## src/rtl/timer_tick_sequencer_if.sv

```systemverilog
// timer_tick_sequencer_if
// Data-memory bus shared with the memory-mapped cycle timer.
//   address        : bus address           (initiator -> timer)
//   data           : write data            (initiator -> timer)
//   MemRead        : read strobe           (initiator -> timer)
//   MemWrite       : write strobe          (initiator -> timer)
//   rdata          : read data, combinational during a read (timer -> initiator)
//   TimerInterrupt : interrupt line        (timer -> initiator)
interface timer_tick_sequencer_if;
    logic [31:0] address;
    logic [31:0] data;
    logic        MemRead;
    logic        MemWrite;
    logic [31:0] rdata;
    logic        TimerInterrupt;

    modport master (
        output address, data, MemRead, MemWrite,
        input  rdata, TimerInterrupt
    );

    modport slave (
        input  address, data, MemRead, MemWrite,
        output rdata, TimerInterrupt
    );
endinterface

```

## src/rtl/timer_tick_sequencer.sv

```systemverilog
// timer_tick_sequencer
// Masters the timer's bus to produce a drift-free periodic tick: reads the
// cycle counter once, programs the interrupt cycle PERIOD ahead, then on each
// interrupt acknowledges it and re-arms PERIOD cycles after the previous
// target (the counter is never re-read while running).
// Ports:
//   clock      : single clock, rising edge
//   reset      : asynchronous, active-low
//   enable     : run request, sampled every cycle
//   bus        : timer bus (master side), see timer_tick_sequencer_if
//   tick       : one-cycle pulse per acknowledged interrupt
//   tick_count : ticks since reset, wraps mod 2^32
//   busy       : high in every state except IDLE
//
// state  | meaning
// -------+-------------------------------------------------------------
// IDLE   | bus quiet, waiting for enable
// READ   | MemRead of TIMER_ADDR, target <= rdata + PERIOD
// ARM    | MemWrite of target to TIMER_ADDR
// WAIT   | bus quiet, waiting for TimerInterrupt (or enable drop)
// ACK    | MemWrite of 0 to ACK_ADDR, tick, target <= target + PERIOD
module timer_tick_sequencer #(
    parameter logic [31:0] PERIOD     = 32'd100,
    parameter logic [31:0] TIMER_ADDR = 32'hffff001c,
    parameter logic [31:0] ACK_ADDR   = 32'hffff006c
) (
    input  logic                          clock,
    input  logic                          reset,
    input  logic                          enable,
    timer_tick_sequencer_if.master        bus,
    output logic                          tick,
    output logic [31:0]                   tick_count,
    output logic                          busy
);

    typedef enum logic [2:0] {
        S_IDLE,
        S_READ,
        S_ARM,
        S_WAIT,
        S_ACK
    } state_t;

    state_t      state;
    logic [31:0] target;
    logic [31:0] address_q;
    logic [31:0] data_q;
    logic        mem_read_q;
    logic        mem_write_q;

    logic [31:0] read_target;
    logic [31:0] next_target;

    assign read_target = bus.rdata + PERIOD;
    assign next_target = target + PERIOD;

    assign bus.address  = address_q;
    assign bus.data     = data_q;
    assign bus.MemRead  = mem_read_q;
    assign bus.MemWrite = mem_write_q;

    // Outputs are registered with the values belonging to the state being
    // entered, so they reflect the current state only and clear at once on
    // reset. ARM's write data is the freshly computed target.
    always_ff @(posedge clock or negedge reset) begin
        if (!reset) begin
            state       <= S_IDLE;
            target      <= '0;
            tick_count  <= '0;
            tick        <= 1'b0;
            busy        <= 1'b0;
            address_q   <= '0;
            data_q      <= '0;
            mem_read_q  <= 1'b0;
            mem_write_q <= 1'b0;
        end else begin
            address_q   <= '0;
            data_q      <= '0;
            mem_read_q  <= 1'b0;
            mem_write_q <= 1'b0;
            tick        <= 1'b0;
            busy        <= 1'b1;

            case (state)
                S_IDLE: begin
                    if (enable) begin
                        state      <= S_READ;
                        address_q  <= TIMER_ADDR;
                        mem_read_q <= 1'b1;
                    end else begin
                        busy <= 1'b0;
                    end
                end

                S_READ: begin
                    target      <= read_target;
                    state       <= S_ARM;
                    address_q   <= TIMER_ADDR;
                    data_q      <= read_target;
                    mem_write_q <= 1'b1;
                end

                S_ARM: begin
                    state <= S_WAIT;
                end

                S_WAIT: begin
                    // Disable wins over a coincident interrupt; the pending
                    // interrupt is deliberately left unacknowledged.
                    if (!enable) begin
                        state <= S_IDLE;
                        busy  <= 1'b0;
                    end else if (bus.TimerInterrupt) begin
                        state       <= S_ACK;
                        address_q   <= ACK_ADDR;
                        mem_write_q <= 1'b1;
                        tick        <= 1'b1;
                        tick_count  <= tick_count + 32'd1;
                    end
                end

                S_ACK: begin
                    // Re-arm relative to the previous target, not a new read,
                    // so the tick period never accumulates drift.
                    target <= next_target;
                    if (enable) begin
                        state       <= S_ARM;
                        address_q   <= TIMER_ADDR;
                        data_q      <= next_target;
                        mem_write_q <= 1'b1;
                    end else begin
                        state <= S_IDLE;
                        busy  <= 1'b0;
                    end
                end

                default: begin
                    state <= S_IDLE;
                    busy  <= 1'b0;
                end
            endcase
        end
    end

endmodule
```

## src/flat_wrapper.sv

```systemverilog
// flat-port wrapper written by rule: the top's interface ports become plain ports
module timer_tick_sequencer_flat 
#(
    parameter logic [31:0] PERIOD     = 32'd100,
    parameter logic [31:0] TIMER_ADDR = 32'hffff001c,
    parameter logic [31:0] ACK_ADDR   = 32'hffff006c
)
  (clock, reset, enable, tick, tick_count, busy, bus_address, bus_data, bus_MemRead, bus_MemWrite, bus_rdata, bus_TimerInterrupt);
  timer_tick_sequencer_if bus_i ();
  input  logic clock;
  input  logic reset;
  input  logic enable;
  output logic tick;
  output logic [31:0] tick_count;
  output logic busy;
  output wire logic [$bits(bus_i.address)-1:0] bus_address;
  output wire logic [$bits(bus_i.data)-1:0] bus_data;
  output wire logic [$bits(bus_i.MemRead)-1:0] bus_MemRead;
  output wire logic [$bits(bus_i.MemWrite)-1:0] bus_MemWrite;
  input wire logic [$bits(bus_i.rdata)-1:0] bus_rdata;
  input wire logic [$bits(bus_i.TimerInterrupt)-1:0] bus_TimerInterrupt;
  assign bus_address = bus_i.address;
  assign bus_data = bus_i.data;
  assign bus_MemRead = bus_i.MemRead;
  assign bus_MemWrite = bus_i.MemWrite;
  assign bus_i.rdata = bus_rdata;
  assign bus_i.TimerInterrupt = bus_TimerInterrupt;
  timer_tick_sequencer #(.PERIOD(PERIOD), .TIMER_ADDR(TIMER_ADDR), .ACK_ADDR(ACK_ADDR)) u_core (.clock(clock), .reset(reset), .enable(enable), .bus(bus_i), .tick(tick), .tick_count(tick_count), .busy(busy));
endmodule
```

## config.mk

```make
export PLATFORM = sky130hd
export DESIGN_NAME = timer_tick_sequencer_flat
export DESIGN_NICKNAME = d
export VERILOG_FILES = /design/src/rtl/timer_tick_sequencer_if.sv /design/src/rtl/timer_tick_sequencer.sv /design/src/flat_wrapper.sv
export SDC_FILE = /design/constraint.sdc
export NUM_CORES = 1
export LEC_CHECK = 0
export ABC_AREA = 1
export CAP_MARGIN = 20
export CELL_PAD_IN_SITES_DETAIL_PLACEMENT = 1
export CELL_PAD_IN_SITES_GLOBAL_PLACEMENT = 1
export CORE_MARGIN = 3
export CORE_UTILIZATION = 33
export CTS_CLUSTER_DIAMETER = 50
export DETAILED_ROUTE_END_ITERATION = 10
export PLACE_DENSITY = 0.87
export SYNTH_ARGS = -nofsm -noshare
export SYNTH_HDL_FRONTEND = slang
export SYNTH_SLANG_ARGS = --single-unit
```

## constraint.sdc

```tcl
create_clock -name clock -period 1.55 [get_ports clock]
set_clock_uncertainty 0.15 [all_clocks]
set_input_delay 0.465 -clock clock [delete_from_list [all_inputs] [get_ports clock]]
set_output_delay 0.465 -clock clock [all_outputs]
set_load 0.01 [all_outputs]
```

==> results, run 1 <==
- The flow did not finish.
- The flow halted during 5_1_grt.
- The tool reported: "[ERROR GRT-0232] Routing congestion too high. Check the congestion heatmap in the GUI".
- The xor/xnor cell area share of the yosys netlist is 5.01%.
- The synthesized-area fraction occupied by and/or/nand/nor cells is 37.9%.
- After synthesis, the largest family of logic cells by area is simple AND/OR/NAND/NOR gates.
- The area of placed instances is 9550 sq um.
- Counting distinct cell types in the post-synthesis netlist gives 37.
- Of the post-synthesis cell area, the dominant cell type holds 41.0%.
- The floorplan step set the die height to 146 microns.
- The synthesized design contains 106 register bits.
- After legalization and detailed placement, the total HPWL measured 21500 microns.
- The starting density of the core is 34.1%.
- The total clock sinks is 106.
- The number of H-tree levels is 3.
- Each instance of the synthesized netlist takes up on average 7.00 sq um.
- Of all flip-flops after synthesis, the portion carrying an async set or reset was 100%.
- Input and output buffers added on the ports amount to 124.
- The final weighted congestion in routability-driven placement is 0.879.
- After synthesis, flip-flops and latches occupy 41.0% of the total area.
- Summed over all instances, the cell type with the most area after synthesis is dfrtp_1.
- The maximum number of pins on one net before global-route repair is 34.
- The most used flip-flop cell after synthesis is dfrtp_1.
- The Yosys step of the flow raised 0 warnings.
- Summing every instance area after synthesis gives 6470 sq um.
- Counting every instance in the synthesized netlist gives 925.
- The worst endpoint type is a register input.
- The synthesized netlist devotes 0.580% of its cell area to adder and majority cells.
- Yosys attributes the largest share of cell area to dfrtp_1, nand2_1, nor2_1, nand3_1, inv_1.
- The synthesized netlist devotes 6.23% of its cell area to compound gates.
- The total overflow left after global routing is 34.
- 136 I/O pins were placed.
- The library cell used as clock root buffer is clkbuf_16.
- When the last timing repair stopped, the worst path ended at u_core.bus.data[16]$_DFF_PN0_/D.
- The commonest cells after synthesis are nand2_1, nor2_1, dfrtp_1.
- The synthesized design contains 0 enable-type register cells.
- The number of clock buffers added by TritonCTS is 9.
- For this run, the total global-route usage over all layers was measured as 69.7%.
- The multiplexer share of the synthesized area is 0%.
- The die span in x is 146 microns.
- nand2_1 is the most common cell in the netlist.
- The number of antenna violations at the first check in global routing is 13.
- The buffer depth of the longest clock path is 2.
- The number of rows created at floorplan is 50.
-- kinds of logic after synthesis --
| group | after synthesis |
|---|---|
| simple gates | 576 |
| buf+inv | 127 |
| flops | 106 |
| compound gates | 75 |
| xor+xnor | 37 |
| fa+ha+maj | 3 |
| other cells | 1 |
-- per-layer routing --
metal | track usage [%] | GRT overflow
met5 | 9.55 | 0
met4 | 74.8 | 21
met1 | 69.5 | 0
met3 | 50.3 | 0
met2 | 88.0 | 13
-- metrics by stage --
stage,setup slack (ns),instances,TNS [ns]
3_5_place_dp,-0.964,1471,-63.71
3_3_place_gp,-0.795,1471,-54.34
4_1_cts,-0.256,1569,-16.80
2_1_floorplan,-0.0371,935,-0.262
-- repair_timing --
action	in CTS
cloned	6
hold buffers	1
endpoints found under the hold margin	15
gates resized for setup	829
setup buffers	76
setup endpoints to repair	183
pin swaps	118
==> inputs of run 2 (changes only) <==
CELL_PAD_IN_SITES_DETAIL_PLACEMENT = default   (was 1)
CELL_PAD_IN_SITES_GLOBAL_PLACEMENT = default   (was 1)
CORE_UTILIZATION = 30   (was 33)
CTS_CLUSTER_DIAMETER = default   (was 50)
PLACE_DENSITY = default   (was 0.87)
PLACE_DENSITY_LB_ADDON = 0.15   (was default)
clock period = 2.02 ns   (was 1.55 ns; I/O delays follow)
==> run 2 against run 1 <==
- the run now ends clean
- area after synthesis unchanged
- synthesized cell count unchanged
==> results, run 2 <==
- The flow ran to the end, and the final reports show no timing, DRC or antenna violations.
- The sequential-to-total area share from yosys stat is 41.0% (unchanged).
- The largest fanout on the critical path is 1.
- In the layout the commonest cells are nand2_1, buf_4, dfrtp_1.
- The worst reg-to-reg setup slack is 0.13 ns.
- The final weighted congestion in routability-driven placement is 0.880 (about the same).
- The die span in x came to 153 microns (+4.7%).
- The total clock sinks came to 106 (unchanged).
- The buffer depth of the longest clock path is 2 (unchanged).
- In the post-synthesis netlist, the biggest area contributors are dfrtp_1, nand2_1, nor2_1, nand3_1, inv_1.
- The register cell area after layout is 2660 sq um.
- In the global route stage, overall resource usage came out at 17.5%.
- The power per cell area is 963 nW/um^2.
- STA puts the critical path data required time at 1.26 ns.
- Ranked by instance count, the synthesized netlist is headed by nand2_1, nor2_1, dfrtp_1.
- After the last flow step, the layout net total stands at 1199.
- After global routing the overflow that remains totals 0.
- The starting density of the core is 30.7% (-3.5 points).
- The average cell area after synthesis was 7.00 sq um (unchanged).
- The post-detailed-route count of antenna-violating nets is 0.
- The die extent in y is 153 microns (+4.7%).
- The critical path's top delay family is buffers and inverters.
- Derived from the worst setup path, the maximum achievable clock frequency is 504 MHz.
- Data on the critical path arrives at its endpoint at 1.23 ns.
- The worst setup slack after placement came to -0.605 ns (+0.360 ns).
- The total of endpoints with negative setup slack in the final report is 0.
- After floorplanning, the core was sized to cover 21100 sq um.
- The total power draw is 9.00 mW.
- TritonCTS built the clock tree.
- The analysis attributes to net switching a power of 3.65 mW.
- The count of yosys warnings during synthesis was 0 (unchanged).
- After detailed routing, the number of vias per cell comes to 4.62.
- The number of rows created at floorplan was 53 (+6.0%).
- The number of antenna violations at the first check in global routing is 0.
- The critical path class is register to output port.
- The number of synthesized flops with an enable pin is 0 (unchanged).
- After routing, the total negative slack on setup checks comes to 0 ns.
- The number of distinct library cell variants in the gate-level netlist after synthesis is 37 (unchanged).
- The async set-or-reset flop fraction in the synthesized netlist came to 100% (unchanged).
- The post-layout worst setup margin is 0.0365 ns.
- The most common cell in the synthesized netlist is nand2_1.
- The via count of the first global-routing pass was 6401.
- The signal on the critical path passes through clkdlybuf4s50_1.
- The wire length per cell after detailed routing is 14.3 microns.
- The number of filler instances in the final layout is 2223.
- In the routed design, unresolved DRC markers number 0.
- The routed design could run at a clock period as short as 1.98 ns.
- From synthesis to final layout, the design area changed by 44.4%.
- Of all cell types, the one taking the most synthesized area is dfrtp_1.
- The share of cells above drive strength 1 is 18.9%.
- The area of placed instances is 8620 sq um (-9.7%).
- The first global-routing pass estimated 33200 microns of wire.
- The register share of total power is 37.2%.
- The total of flip-flops plus latches after synthesis is 106 (unchanged).
- The number of H-tree levels came to 3 (unchanged).
- The internal power summed over all cells is 5.35 mW.
- The count of cells in the finished layout, fillers not included, comes to 1440.
- Entering global routing, the biggest net connects 58 pins.
- The relative contribution of combinational cells to total power is 42.6%.
- The endpoint kind of the worst setup timing path is an output port.
- The top-level port count came to 136 (unchanged).
- For this design, the slowest cell found on the critical path is clkdlybuf4s50_1.
- The class of the tightest hold or removal check is register to register.
- The number of cells on the worst reg-to-reg path is 12.
- For this block, the initial DRC count from the detailed router was 278.
- The latest clock arrival within the worst-skew pair is 0.36 ns.
- The total inserted antenna cells is 0.
- The ratio of final minimum period to clock period is 98.2%.
- The max-cap check violation count is 0.
- The half-perimeter wire length after detailed placement was 15500 microns (-28%).
- For this run, the slowest stage of the critical path takes 0.53 ns.
- The number of buffers created by CTS is 9 (unchanged).
- The total standard cell area after synthesis was 6470 sq um (unchanged).
- Along the worst hold path, the cell count comes to 1.
- Of the total power, the share spent switching nets is 40.6%.
- The peak supply drop is 0.409 mV.
- Leaving out fill and tap cells, the most frequent cell in the layout is nand2_1.
- For this run, the leading register cell type out of synthesis is dfrtp_1.
- The number of instances in the synthesized netlist is 925 (unchanged).
- The library cell used as clock root buffer is clkbuf_16.
- The sort of element at the start of the critical path is a register.
- The number of buffer and inverter stages on the critical path is 1.
- The number of buffers added on ports came to 124 (unchanged).
- The number of detailed-route iterations in the first pass is 5.
- Summed over all cells, the static leakage comes to 4.97 nW.
- The total instance count after detailed placement was 1388 (-5.6%).
- The routed layout has 6655 vias.
- The multi-input logic area is 3420 sq um.
- In this run the number of cells on the critical path is 1.
- Setup repair after global routing could not meet its margin everywhere.
- The die area is 23400 sq um.
- The clock power share is 20.2%.
- The count of final max-slew check failures is 0.
- Once layout is done, the placed cells without fillers occupy 9340 sq um.
- The post-CTS clock slew at the launch and capture registers of the worst setup and hold paths is 0.08 ns.
- The final routed wirelength across all metal layers is 20500 microns.
- The count of endpoints failing hold in the final timing report came to 0.
- The fraction of post-synthesis cell area in the top cell type by area came to 41.0% (unchanged).
## run 2: path summary, 6_finish.rpt
kind | from | to
worst max-delay path | u_core.bus.data[26] | bus_data[26]
worst min-delay path | u_core.tick_count[31] | u_core.tick_count[31]
worst max register to register | u_core.target[2] | u_core.target[12]
worst min register to register | u_core.tick_count[31] | u_core.tick_count[31]
max in group asynchronous | reset | u_core.target[27]
min in group asynchronous | reset | u_core.bus.data[2]
## run 2: layout make-up
cell class | instances | share of cell area (%)
multi-input combinational | 702 | 36.6
sequential | 106 | 28.4
timing repair buffer | 261 | 24.7
tap | 275 | 3.68
inverter | 80 | 3.27
clock buffer | 9 | 2.41
clock inverter | 7 | 0.857
## run 2: power groups by stage
stage                     clock [mW]  combinational, mW  sequential [mW]
after floorplan                    0               2.03             3.42
after global placement             0               3.90             3.41
after detailed placement           0               3.93             3.40
after CTS                       1.89               3.80             3.34
after global routing            1.95               4.29             3.43
final                           1.82               3.84             3.34
## run 2: kinds of logic after synthesis
family,count (synthesis),share of synthesized area (%)
flops,106,41.0
xor+xnor,37,5.01
simple gates,576,37.9
buf+inv,127,9.22
other cells,1,0.0579
compound gates,75,6.23
fa+ha+maj,3,0.580
## run 2: through the flow
step	utilization, %	hold WS, ns
2_1_floorplan	-	0.160
3_3_place_gp	40.9	0.288
3_5_place_dp	40.9	0.289
4_1_cts	43.3	0.333
5_1_grt	44.3	0.351
6_report	44.3	0.324
## run 2: layer usage
layer	GRT usage (%)	up-vias	part of all wire, %	wire, microns
li1	-	3358	-	-
met1	23.4	3109	45	9320
met2	29.5	173	48	9880
met3	2.94	15	5.4	1110
met4	4.45	0	1.1	227
met5	0	-	0	0
## run 2: what timing repair did
item | in CTS | in global routing
resized for setup | 100 | 56
endpoints found under the hold margin | 5 | 0
pin swaps | 7 | 13
buffers inserted | 25 | 10
setup endpoints to repair | 106 | 60
cloned | 0 | 0
hold buffers | 1 | 0
Note: power is estimated with default switching activity, not from simulation.
